`src/rtl/dac_spi_driver_pkg.sv`:
```
// Shared constants for the SPI DAC driver: frame geometry and FSM state encodings.
package dac_pkg;
    localparam int FRAME_BITS   = 16;
    localparam int DAC_BITS_DEF = 12;
    localparam int CTRL_W       = 4;

    localparam logic [1:0] ST_IDLE  = 2'd0;
    localparam logic [1:0] ST_SHIFT = 2'd1;
    localparam logic [1:0] ST_GAP   = 2'd2;
endpackage

```
`src/rtl/dac_spi_driver_if.sv`:
```
// Sample stream handshake between the waveform source and the DAC driver.
interface dac_spi_driver_if;
    logic [15:0] s_data;
    logic        s_valid;
    logic        s_ready;

    modport master (output s_data, output s_valid, input s_ready);
    modport slave  (input s_data, input s_valid, output s_ready);
endinterface

```
`src/rtl/dac_spi_driver_sclk_tick_gen.sv`:
```
// Half-period tick generator for SCLK: one-cycle tick every CLK_DIV clocks while enabled.
module sclk_tick_gen #(
    parameter int CLK_DIV = 2
) (
    input  logic clk,
    input  logic rst_n,
    input  logic clr,
    input  logic en,
    output logic tick
);
    localparam int CW = (CLK_DIV > 1) ? $clog2(CLK_DIV) : 1;

    logic [CW-1:0] cnt_reg;

    assign tick = en & (cnt_reg == CW'(CLK_DIV - 1));

    always_ff @(posedge clk or negedge rst_n) begin
        if (!rst_n) begin
            cnt_reg <= '0;
        end else if (clr || tick) begin
            cnt_reg <= '0;
        end else if (en) begin
            cnt_reg <= cnt_reg + 1'b1;
        end
    end
endmodule

```
`src/rtl/dac_spi_driver.sv`:
```
// Serialises one 16-bit sample per handshake into a {ctrl, sample MSBs} SPI frame for a 12-bit DAC.
import dac_pkg::*;

module dac_spi_driver #(
    parameter int         CLK_DIV    = 2,
    parameter int         GAP_CYCLES = 2,
    parameter int         DAC_BITS   = DAC_BITS_DEF,
    parameter logic [3:0] CTRL_BITS  = 4'b0000
) (
    input  logic              clk,
    input  logic              rst_n,
    input  logic              ena,
    dac_spi_driver_if.slave   s,
    output logic              dac_sync_n,
    output logic              dac_sclk,
    output logic              dac_sdo,
    output logic              busy,
    output logic              frame_done
);
    localparam int GW = (GAP_CYCLES > 1) ? $clog2(GAP_CYCLES) : 1;

    logic [1:0]            state_reg;
    logic [FRAME_BITS-1:0] shift_reg;
    logic [3:0]            bit_cnt_reg;
    logic [GW-1:0]         gap_cnt_reg;
    logic                  run_reg;
    logic                  sync_n_reg, sclk_reg, sdo_reg, busy_reg, done_reg;
    logic [FRAME_BITS-1:0] frame_word;
    logic                  accept, tick;

    // run_reg keeps s_ready low until the first edge after reset release
    assign s.s_ready = (state_reg == ST_IDLE) & ena & run_reg;
    assign accept    = s.s_valid & s.s_ready;

    always_comb begin
        frame_word = '0;
        frame_word[FRAME_BITS-1 -: CTRL_W] = CTRL_BITS;
        frame_word[FRAME_BITS-1-CTRL_W -: DAC_BITS] = s.s_data[15 -: DAC_BITS];
    end

    sclk_tick_gen #(.CLK_DIV(CLK_DIV)) u_tick (
        .clk   (clk),
        .rst_n (rst_n),
        .clr   (accept),
        .en    (state_reg == ST_SHIFT),
        .tick  (tick)
    );

    always_ff @(posedge clk or negedge rst_n) begin
        if (!rst_n) begin
            state_reg   <= ST_IDLE;
            shift_reg   <= '0;
            bit_cnt_reg <= '0;
            gap_cnt_reg <= '0;
            run_reg     <= 1'b0;
            sync_n_reg  <= 1'b1;
            sclk_reg    <= 1'b1;
            sdo_reg     <= 1'b0;
            busy_reg    <= 1'b0;
            done_reg    <= 1'b0;
        end else begin
            run_reg  <= 1'b1;
            done_reg <= 1'b0;
            case (state_reg)
                ST_IDLE: begin
                    if (accept) begin
                        shift_reg   <= frame_word;
                        sdo_reg     <= frame_word[FRAME_BITS-1];
                        sync_n_reg  <= 1'b0;
                        sclk_reg    <= 1'b1;
                        busy_reg    <= 1'b1;
                        bit_cnt_reg <= '0;
                        state_reg   <= ST_SHIFT;
                    end
                end
                ST_SHIFT: begin
                    if (tick) begin
                        if (sclk_reg) begin
                            sclk_reg <= 1'b0;
                        end else if (bit_cnt_reg == 4'd15) begin
                            // 16th rising edge closes the frame instead of shifting
                            sclk_reg    <= 1'b1;
                            sync_n_reg  <= 1'b1;
                            sdo_reg     <= 1'b0;
                            done_reg    <= 1'b1;
                            bit_cnt_reg <= '0;
                            gap_cnt_reg <= '0;
                            state_reg   <= ST_GAP;
                        end else begin
                            sclk_reg    <= 1'b1;
                            sdo_reg     <= shift_reg[FRAME_BITS-2];
                            shift_reg   <= {shift_reg[FRAME_BITS-2:0], 1'b0};
                            bit_cnt_reg <= bit_cnt_reg + 4'd1;
                        end
                    end
                end
                ST_GAP: begin
                    if (gap_cnt_reg == GW'(GAP_CYCLES - 1)) begin
                        gap_cnt_reg <= '0;
                        busy_reg    <= 1'b0;
                        state_reg   <= ST_IDLE;
                    end else begin
                        gap_cnt_reg <= gap_cnt_reg + 1'b1;
                    end
                end
                default: state_reg <= ST_IDLE;
            endcase
        end
    end

    assign dac_sync_n = sync_n_reg;
    assign dac_sclk   = sclk_reg;
    assign dac_sdo    = sdo_reg;
    assign busy       = busy_reg;
    assign frame_done = done_reg;
endmodule

```
`src/flat_wrapper.sv`:
```
// flat-port wrapper written by rule: the top's interface ports become plain ports
module dac_spi_driver_flat 
#(
    parameter int         CLK_DIV    = 2,
    parameter int         GAP_CYCLES = 2,
    parameter int         DAC_BITS   = DAC_BITS_DEF,
    parameter logic [3:0] CTRL_BITS  = 4'b0000
)
  (clk, rst_n, ena, dac_sync_n, dac_sclk, dac_sdo, busy, frame_done, s_s_data, s_s_valid, s_s_ready);
  dac_spi_driver_if s_i ();
  input  logic clk;
  input  logic rst_n;
  input  logic ena;
  output logic dac_sync_n;
  output logic dac_sclk;
  output logic dac_sdo;
  output logic busy;
  output logic frame_done;
  input wire logic [$bits(s_i.s_data)-1:0] s_s_data;
  input wire logic [$bits(s_i.s_valid)-1:0] s_s_valid;
  output wire logic [$bits(s_i.s_ready)-1:0] s_s_ready;
  assign s_i.s_data = s_s_data;
  assign s_i.s_valid = s_s_valid;
  assign s_s_ready = s_i.s_ready;
  dac_spi_driver #(.CLK_DIV(CLK_DIV), .GAP_CYCLES(GAP_CYCLES), .DAC_BITS(DAC_BITS), .CTRL_BITS(CTRL_BITS)) u_core (.clk(clk), .rst_n(rst_n), .ena(ena), .s(s_i), .dac_sync_n(dac_sync_n), .dac_sclk(dac_sclk), .dac_sdo(dac_sdo), .busy(busy), .frame_done(frame_done));
endmodule
```
`config.mk`:
```
export PLATFORM = sky130hd
export DESIGN_NAME = dac_spi_driver_flat
export DESIGN_NICKNAME = d
export VERILOG_FILES = /design/src/rtl/dac_spi_driver_pkg.sv /design/src/rtl/dac_spi_driver_if.sv /design/src/rtl/dac_spi_driver_sclk_tick_gen.sv /design/src/rtl/dac_spi_driver.sv /design/src/flat_wrapper.sv
export SDC_FILE = /design/constraint.sdc
export NUM_CORES = 1
export LEC_CHECK = 0
export CELL_PAD_IN_SITES_DETAIL_PLACEMENT = 2
export CELL_PAD_IN_SITES_GLOBAL_PLACEMENT = 2
export CORE_UTILIZATION = 25
export CTS_BUF_LIST = sky130_fd_sc_hd__clkbuf_4
export CTS_CLUSTER_SIZE = 8
export DETAILED_ROUTE_END_ITERATION = 7
export GPL_ROUTABILITY_DRIVEN = 0
export PLACE_DENSITY = 0.55
export SLEW_MARGIN = 15
export SYNTH_ARGS = -nofsm -noshare
export SYNTH_HDL_FRONTEND = slang
export SYNTH_SLANG_ARGS = --single-unit
export TNS_END_PERCENT = 1
```
`constraint.sdc`:
```
create_clock -name clk -period 3.75 [get_ports clk]
set_clock_uncertainty 0.2 [all_clocks]
set_input_delay 0.75 -clock clk [delete_from_list [all_inputs] [get_ports clk]]
set_output_delay 0.75 -clock clk [all_outputs]
set_load 0.01 [all_outputs]
```
## Yosys cells after proc, flatten, opt, wreduce, memory -nomap -nowiden

Cells that the tools add are included.
W data, S select, Z words.

| storage, ports and cells | value |
|---|---|
| register bits | 29 |
| bits of input ports | 20 |
| output and inout bits | 6 |

| cells by class | value |
|---|---|
| add/sub/neg operators | 3 |
| equality and inequality tests | 9 |
| mux-type cells | 42 |
| bitwise gates (word level) | 4 |
| reduce and logical (&&, ||, !) cells | 13 |

Operators by type and width:

| cell | count |
|---|---|
| $mux W15 | 4 |
| $pmux W15 S2 | 1 |
| $mux W1 | 21 |
| $mux W4 | 4 |
| $reduce_and A5 Y1 | 3 |
| $mux W2 | 5 |
| $pmux W1 S2 | 5 |
| $pmux W4 S2 | 1 |
| $reduce_and A4 Y1 | 2 |
| $reduce_bool A2 Y1 | 4 |
| $ne A2 B1 Y1 const B | 3 |
| $ne A2 B2 Y1 const B | 3 |
| $pmux W2 S3 | 1 |
| $reduce_and A3 Y1 | 2 |
| $add A4 B1 Y4 const B | 1 |
| $and A1 B1 Y1 | 4 |
| $eq A4 B4 Y1 const B | 1 |
| $add A1 B1 Y1 const B | 2 |
| $eq A2 B1 Y1 const B | 1 |
| $eq A2 B2 Y1 const B | 1 |
| $logic_not A2 Y1 | 1 |
| $logic_or A1 B1 Y1 | 1 |

## Depth between registers and ports, before layout

Gate-level depths: netlist (run 1).

| depth | value |
|---|---|
| depth in word-level cells | 6 |
| mapped depth | 6 |

## Hierarchy

Synthesis (run 1) repeated with hierarchy kept, for this count alone.

| unflattened totals | value |
|---|---|
| cell total of the unflattened synthesis | 123 |
| area total of the unflattened synthesis | 1506.4 sq um |

By module, submodules not included:

| module | times used | cells each | area an instance (sq um) | sequential area each (sq um) |
|---|---|---|---|---|
| dac_spi_driver | 1 | 119 | 1461.4 | 703.2 |
| sclk_tick_gen | 1 | 4 | 45.0 | 25.0 |

## Worst setup path before layout (run 1)

Ideal clock, no wire load.

| path | value |
|---|---|
| kind | input to register |
| from | in ena |
| to | reg u_core.shift_reg[10] |
| arrival | 1852 ps |
| slack | 1572 ps |
| stages | 5 |
| path buffers | 2 |
| path through | nor4bb_4 > a22o_1 > buf_6 > buf_12 > mux2_4 |

| on the way | value |
|---|---|
| word-level cells in the longest chain between the ends | 5 |

Ends and longest elaborated chain:

| item | RTL line | RTL |
|---|---|---|
| start: declaration | flat_wrapper.sv:13 | `input logic ena;` |
| $and A1 B1 Y1 (2 in series) | dac_spi_driver.sv:32 | `assign s.s_ready = (state_reg == ST_IDLE) & ena & run_reg;` |
| $and A1 B1 Y1 | dac_spi_driver.sv:33 | `assign accept = s.s_valid & s.s_ready;` |
| $ne A2 B2 Y1 (no source line) | -- |  |
| $reduce_and A5 Y1 (no source line) | -- |  |
| end signal: assignment | dac_spi_driver.sv:67 | `shift_reg <= frame_word;` |
| end signal: assignment | dac_spi_driver.sv:92 | `shift_reg <= {shift_reg[FRAME_BITS-2:0], 1'b0};` |
| end: declaration | dac_spi_driver.sv:23 | `logic [FRAME_BITS-1:0] shift_reg;` |

No other way between the ends.
A chain may end at the register's enable or synchronous reset.

## Worst setup path in the final report (run 1)

| path | value |
|---|---|
| from | in ena |
| to | out s_s_ready |

| on the way | value |
|---|---|
| word-level cells in the longest chain between the ends | 2 |

Ends and longest elaborated chain:

| item | RTL line | RTL |
|---|---|---|
| $and A1 B1 Y1 (2 in series) | dac_spi_driver.sv:32 |  |
| end: declaration | flat_wrapper.sv:21 | `output wire logic [$bits(s_i.s_ready)-1:0] s_s_ready;` |

No other way between the ends.

==> flow_metrics.tcl, run 1 <==
set metrics [dict create \
    status "complete, no violations" \
    hold_buffers 0 \
    io_buffers 21 \
    p_leak_uw 0.000775 \
    cts_buffers 5 \
    vias 941 \
    finalMaxSlewViolations 0 \
    switching_share_pct 23.3 \
    crit_path_max_incr_delay_ps 590 \
    synth_area_per_cell_sq_um 13.1 \
    antennaDiodeCount 0 \
    ys.flop_type "dfrtp_1" \
    hold_depth 1 \
    core_area_sq_um 5540 \
    cp_max_fo 3 \
    grtUsageTotal_pct 11.6 \
    synth_edf_count 0 \
    crit_path_cell_trace "clkdlybuf4s50_1, nor4bb_4, clkdlybuf4s50_1" \
    final_cells 208 \
    post-route-min-period_ps 3110 \
    start_kind "primary input" \
    ant_nets 0 \
    cp.arrival_ps 2160 \
    cp_num_cells 3 \
    wl_per_cell_microns 15.1 \
    hpwl_mm 2.30 \
    cts_resized 0 \
    hold_viol_final 0 \
    reg2reg_depth 4 \
    dieWidth_microns 78.1 \
    routed_via_density 4.52 \
    die_h_microns 78.1 \
    root_buffer "clkbuf_4" \
    grt_first_pass_wirelength_mm 5.38 \
    grt_overflow 0 \
    power_frac_comb_pct 11.1 \
    p_clk_share_pct 31.6 \
    syn_nets 132 \
    peakVddDrop_v 0.000132 \
    setup_viol 0 \
    h-tree-depth 2 \
    die_area_sq_um 6100 \
    fin_nets 157 \
    num_rows 27 \
    p_per_area_nw_per_um2 322 \
    antenna_found_initial 0 \
    seqPwrFrac_pct 57.2 \
    cts_buffer_depth 2 \
    post-cts-setup-buffer-count 0 \
    syn_area_sq_um 1450 \
    fin_crit_sh_pct 82.8 \
    drc 0 \
    endpoint_kind "primary output" \
    rsz0062_at_grt "false" \
    yosysWarnings 0 \
    clk_pin_slew_ps 90 \
    synthArstFlopShare_pct 100 \
    wirelength_mm 3.14 \
    crit_required_ps 2800 \
    layout_commonest_cell "dfrtp_1" \
    ys_ff_latch 29 \
    cts.sinks 29 \
    worst-path-buf-inv 2 \
    cell_internal_pwr_uw 432 \
    mostFrequentLayoutCells "27 x dfrtp_1, 21 x clkdlybuf4s50_1, 14 x mux2_2" \
    drt_iter0_drc 23 \
    critPathKind "primary input to primary output" \
    clk_latency_ps 310 \
    fmax_mhz 322 \
    layout-drive-gt1-share_pct 28.7 \
    yosysSeqAreaShare_pct 50.3 \
    synthCells 111 \
    cpMostUsedCell "clkdlybuf4s50_1" \
    p_switching_uw 131 \
    grt_max_degree 30 \
    timing.max_cap.violations 0 \
    io_pins 26 \
    initial_utilization_pct 26.2 \
    grt_pass1_vias 1071 \
    dr.pass1.iters 4 \
    area_delta_synth_final_pct 20.6 \
    crit_path_top_delay_cell "clkdlybuf4s50_1" \
    largest_register_ffs 15 \
    min_path_type "register to register" \
    yosysUniqueCellTypes 34 \
    dp.cells 201 \
    cts_tree "done" \
    tns_ps 0 \
    cp_top_family "buffers and inverters" \
]
[worst reg2reg max path: cells and delay by family, from the launching register on]
family | cells | cell delay, ps
mux | 1 | 380
compound gates | 1 | 200
simple gates | 1 | 380
buf+inv | 1 | 270
flops | 1 | 520
[area by class of cell]
type / count / area [sq um]
multi-input combinational: 69 / 626
tap: 72 / 90.1
inverter: 8 / 30.0
fill: 618 / 3790
timing repair buffer: 23 / 225
sequential: 29 / 728
clock inverter: 1 / 3.75
clock buffer: 6 / 45.0
[synth_stat cells, types with 3 or more instances]
| library cell | instances | area (sq um) |
|---|---|---|
| mux2_4 | 9 | 135 |
| buf_6 | 4 | 45.0 |
| inv_1 | 8 | 30.0 |
| mux2_2 | 14 | 158 |
| a21oi_1 | 4 | 20.0 |
| nor2_1 | 3 | 11.3 |
| nand2_1 | 6 | 22.5 |
| mux2i_1 | 3 | 30.0 |
| a22o_1 | 4 | 35.0 |
| dfrtp_1 | 27 | 676 |
[worst paths after layout]
| check | startpoint | to | slack [ps] |
|---|---|---|---|
| min reg2reg | u_core.shift_reg[14] | u_core.dac_sdo | 310 |
| max | ena | s_s_ready | 640 |
| min in group asynchronous | rst_n | u_core.frame_done | 620 |
| min | u_core.shift_reg[14] | u_core.dac_sdo | 310 |
| max in group asynchronous | rst_n | u_core.dac_sclk | 2400 |
| max reg2reg | u_core.state_reg[1] | u_core.shift_reg[3] | 1680 |
[power by group through the flow]
stage	registers (uW)	logic [uW]	clock network [uW]
after floorplan	328	35.4	0
after global placement	328	62.0	0
after detailed placement	328	64.1	0
after CTS	322	64.6	192
after global routing	323	68.4	201
final	322	62.6	178
[cell families (layout without fill, tap and decap cells)]
group / count (synthesis) / count (layout) / synth area share (%)
flops: 29 / 29 / 50.3
simple gates: 22 / 22 / 9.76
buf+inv: 13 / 38 / 6.56
fa+ha+maj: 1 / 1 / 0.863
compound gates: 17 / 17 / 8.81
other cells: 1 / 1 / 0.259
xor+xnor: 2 / 2 / 1.21
mux: 26 / 26 / 22.3
[metrics by stage]
stage          total power, uW  area, sq um  hold WS (ps)  util, %  setup slack, ps
2_1_floorplan              363         1450           254        -             1570
3_3_place_gp               390         1700           276     30.7              646
3_5_place_dp               392         1700           294     30.7              641
4_1_cts                    579         1750           319     31.5              627
5_1_grt                    593         1750           340     31.5              596
6_report                   563         1750           306     31.5              644
[metal layers]
metal | up-vias | routed length, microns | GRT usage, % | part of all wire [%]
li1 | 439 | - | - | -
met1 | 482 | 1350 | 14.5 | 43
met2 | 16 | 1650 | 19.1 | 53
met3 | 4 | 107 | 3.14 | 3.4
met4 | 0 | 30 | 3.89 | 0.95
met5 | - | 0 | 0 | 0
No activity file was read; power rests on OpenSTA's default activity.
==> run 2, diff against run 1 <==
- PLACE_DENSITY: 0.55 -> 0.58
- clock period: 3.75 -> 2.5 ns (I/O delays scaled with it)
==> run 2 against run 1 <==
Against the previous run:
- power increased by 54%
- largest power group unchanged
- combinational power increased by 53%
- highest routed layer unchanged
- non-clock buffer count increased by 1
- utilization increased by 0.45 points
- cell count increased by 0.96%
- first-iteration DRC count increased by 39%
==> flow_metrics.tcl, run 2 (same netlist as run 1, synthesis figures left out) <==
set metrics [dict create \
    place_worst_setup_slack_ps -89.7 \
    die_area_sq_um 6100 \
    antennaDiodeCount 0 \
    cts_buffer_depth 2 \
    root_buffer "clkbuf_4" \
    fin_nets 158 \
    ff2ff_setup_slack_ps 480 \
    timing.rr.start "u_core.state_reg[1]" \
    crit_required_ps 1800 \
    p_leak_uw 0.000793 \
    grt_max_degree 30 \
    crit_path_cell_trace "clkdlybuf4s50_1, nor4bb_4, dlygate4sd2_1" \
    wl_met2_mm 1.53 \
    area_delta_synth_final_pct 22.4 \
    cts_tree "done" \
    clk_pin_slew_ps 100 \
    h-tree-depth 2 \
    place_area_sq_um 1720 \
    crit_start "ena" \
    ant_nets 0 \
    routed_via_density 4.51 \
    finalMaxSlewViolations 0 \
    initial_utilization_pct 26.2 \
    cp.arrival_ps 1590 \
    cts_resized 1 \
    hpwl_mm 2.19 \
    fmax_mhz 436 \
    power_uw 868 \
    grt_overflow 0 \
    hold_buffers 0 \
    grt_pass1_vias 1056 \
    worstHoldStart "u_core.shift_reg[12]" \
    num_rows 27 \
    die_h_microns 78.1 \
    peakVddDrop_v 0.000260 \
    drc 0 \
    cts_buffers 5 \
    layout-drive-gt1-share_pct 30.4 \
    worst-path-buf-inv 2 \
    fillers 625 \
    wl_met1_mm 1.45 \
    endpoint_kind "primary output" \
    setup_viol 0 \
    dieWidth_microns 78.1 \
    mostFrequentLayoutCells "27 x dfrtp_1, 20 x clkdlybuf4s50_1, 14 x mux2_2" \
    dr.pass1.iters 4 \
    setup_slack_ps 206 \
    dr_wl_met3_microns 67 \
    core_area_sq_um 5540 \
    io_pins 26 \
    min_path_type "register to register" \
    cp_top_family "buffers and inverters" \
    fin_area_sq_um 1770 \
    post-route-min-period_ps 2290 \
    layout_commonest_cell "dfrtp_1" \
    antenna_found_initial 0 \
    top_layer "met4" \
    wirelength_mm 3.08 \
    crit_path_max_incr_delay_ps 480 \
    p_per_area_nw_per_um2 490 \
    grtUsageTotal_pct 11.3 \
    vias 948 \
    rsz0062_at_grt "false" \
    fin_crit_sh_pct 91.7 \
    utilization_pct 32.0 \
    grt_first_pass_wirelength_mm 5.28 \
    final_cells 210 \
    start_kind "primary input" \
    critPathKind "primary input to primary output" \
    post-cts-setup-buffer-count 0 \
    hold_viol_final 0 \
    io_buffers 21 \
    dp.cells 202 \
    status "complete, no violations" \
    crit_path_top_delay_cell "clkdlybuf4s50_1" \
    largest_register_ffs 15 \
    clk_latency_ps 320 \
    cp_max_fo 2 \
    drt_iter0_drc 32 \
    wl_per_cell_microns 14.7 \
    timing.max_cap.violations 0 \
    cts.sinks 29 \
]
[run 2: cell count changes in the layout (fill, tap and decap cells not counted)]
| cell | previous run | this run |
|---|---|---|
| buf_12 | 0 | 1 |
| clkdlybuf4s50_1 | 21 | 20 |
| clkinv_1 | 1 | 0 |
| clkinv_2 | 0 | 2 |
| dlygate4sd2_1 | 0 | 1 |
[run 2: layout make-up]
cell class / instances / area, sq um / share of cell area [%]
timing repair buffer: 24 / 244 / 13.8
sequential: 29 / 728 / 41.1
tap: 72 / 90.1 / 5.08
clock buffer: 6 / 45.0 / 2.54
inverter: 8 / 30.0 / 1.69
clock inverter: 2 / 10.0 / 0.565
multi-input combinational: 69 / 626 / 35.3
[run 2: where the power goes]
part,total (uW),switching [uW],internal (uW)
combinational,95.7,36.6,59.0
sequential,483,5.66,478
clock,289,171,118
[run 2: stage by stage]
| stage | TNS [ps] | hold slack [ps] |
|---|---|---|
| after global routing | 0 | 328 |
| after detailed placement | -89.7 | 282 |
| after floorplan | 0 | 4.41 |
| after CTS | 0 | 305 |
| after global placement | -57.3 | 273 |
| final | 0 | 300 |
[run 2: metal layers]
layer | global-route usage, % | up-vias
li1 | - | 441
met1 | 15.2 | 492
met2 | 17.2 | 11
met3 | 2.79 | 4
met4 | 5.00 | 0
met5 | 0 | -
[run 2: final timing paths]
check,to,depth (start not counted)
min reg2reg,u_core.shift_reg[13],1
max in group asynchronous,u_core.dac_sync_n,2
min,u_core.shift_reg[13],1
min in group asynchronous,u_core.run_reg,2
max reg2reg,u_core.shift_reg[14],5
max,s_s_ready,3
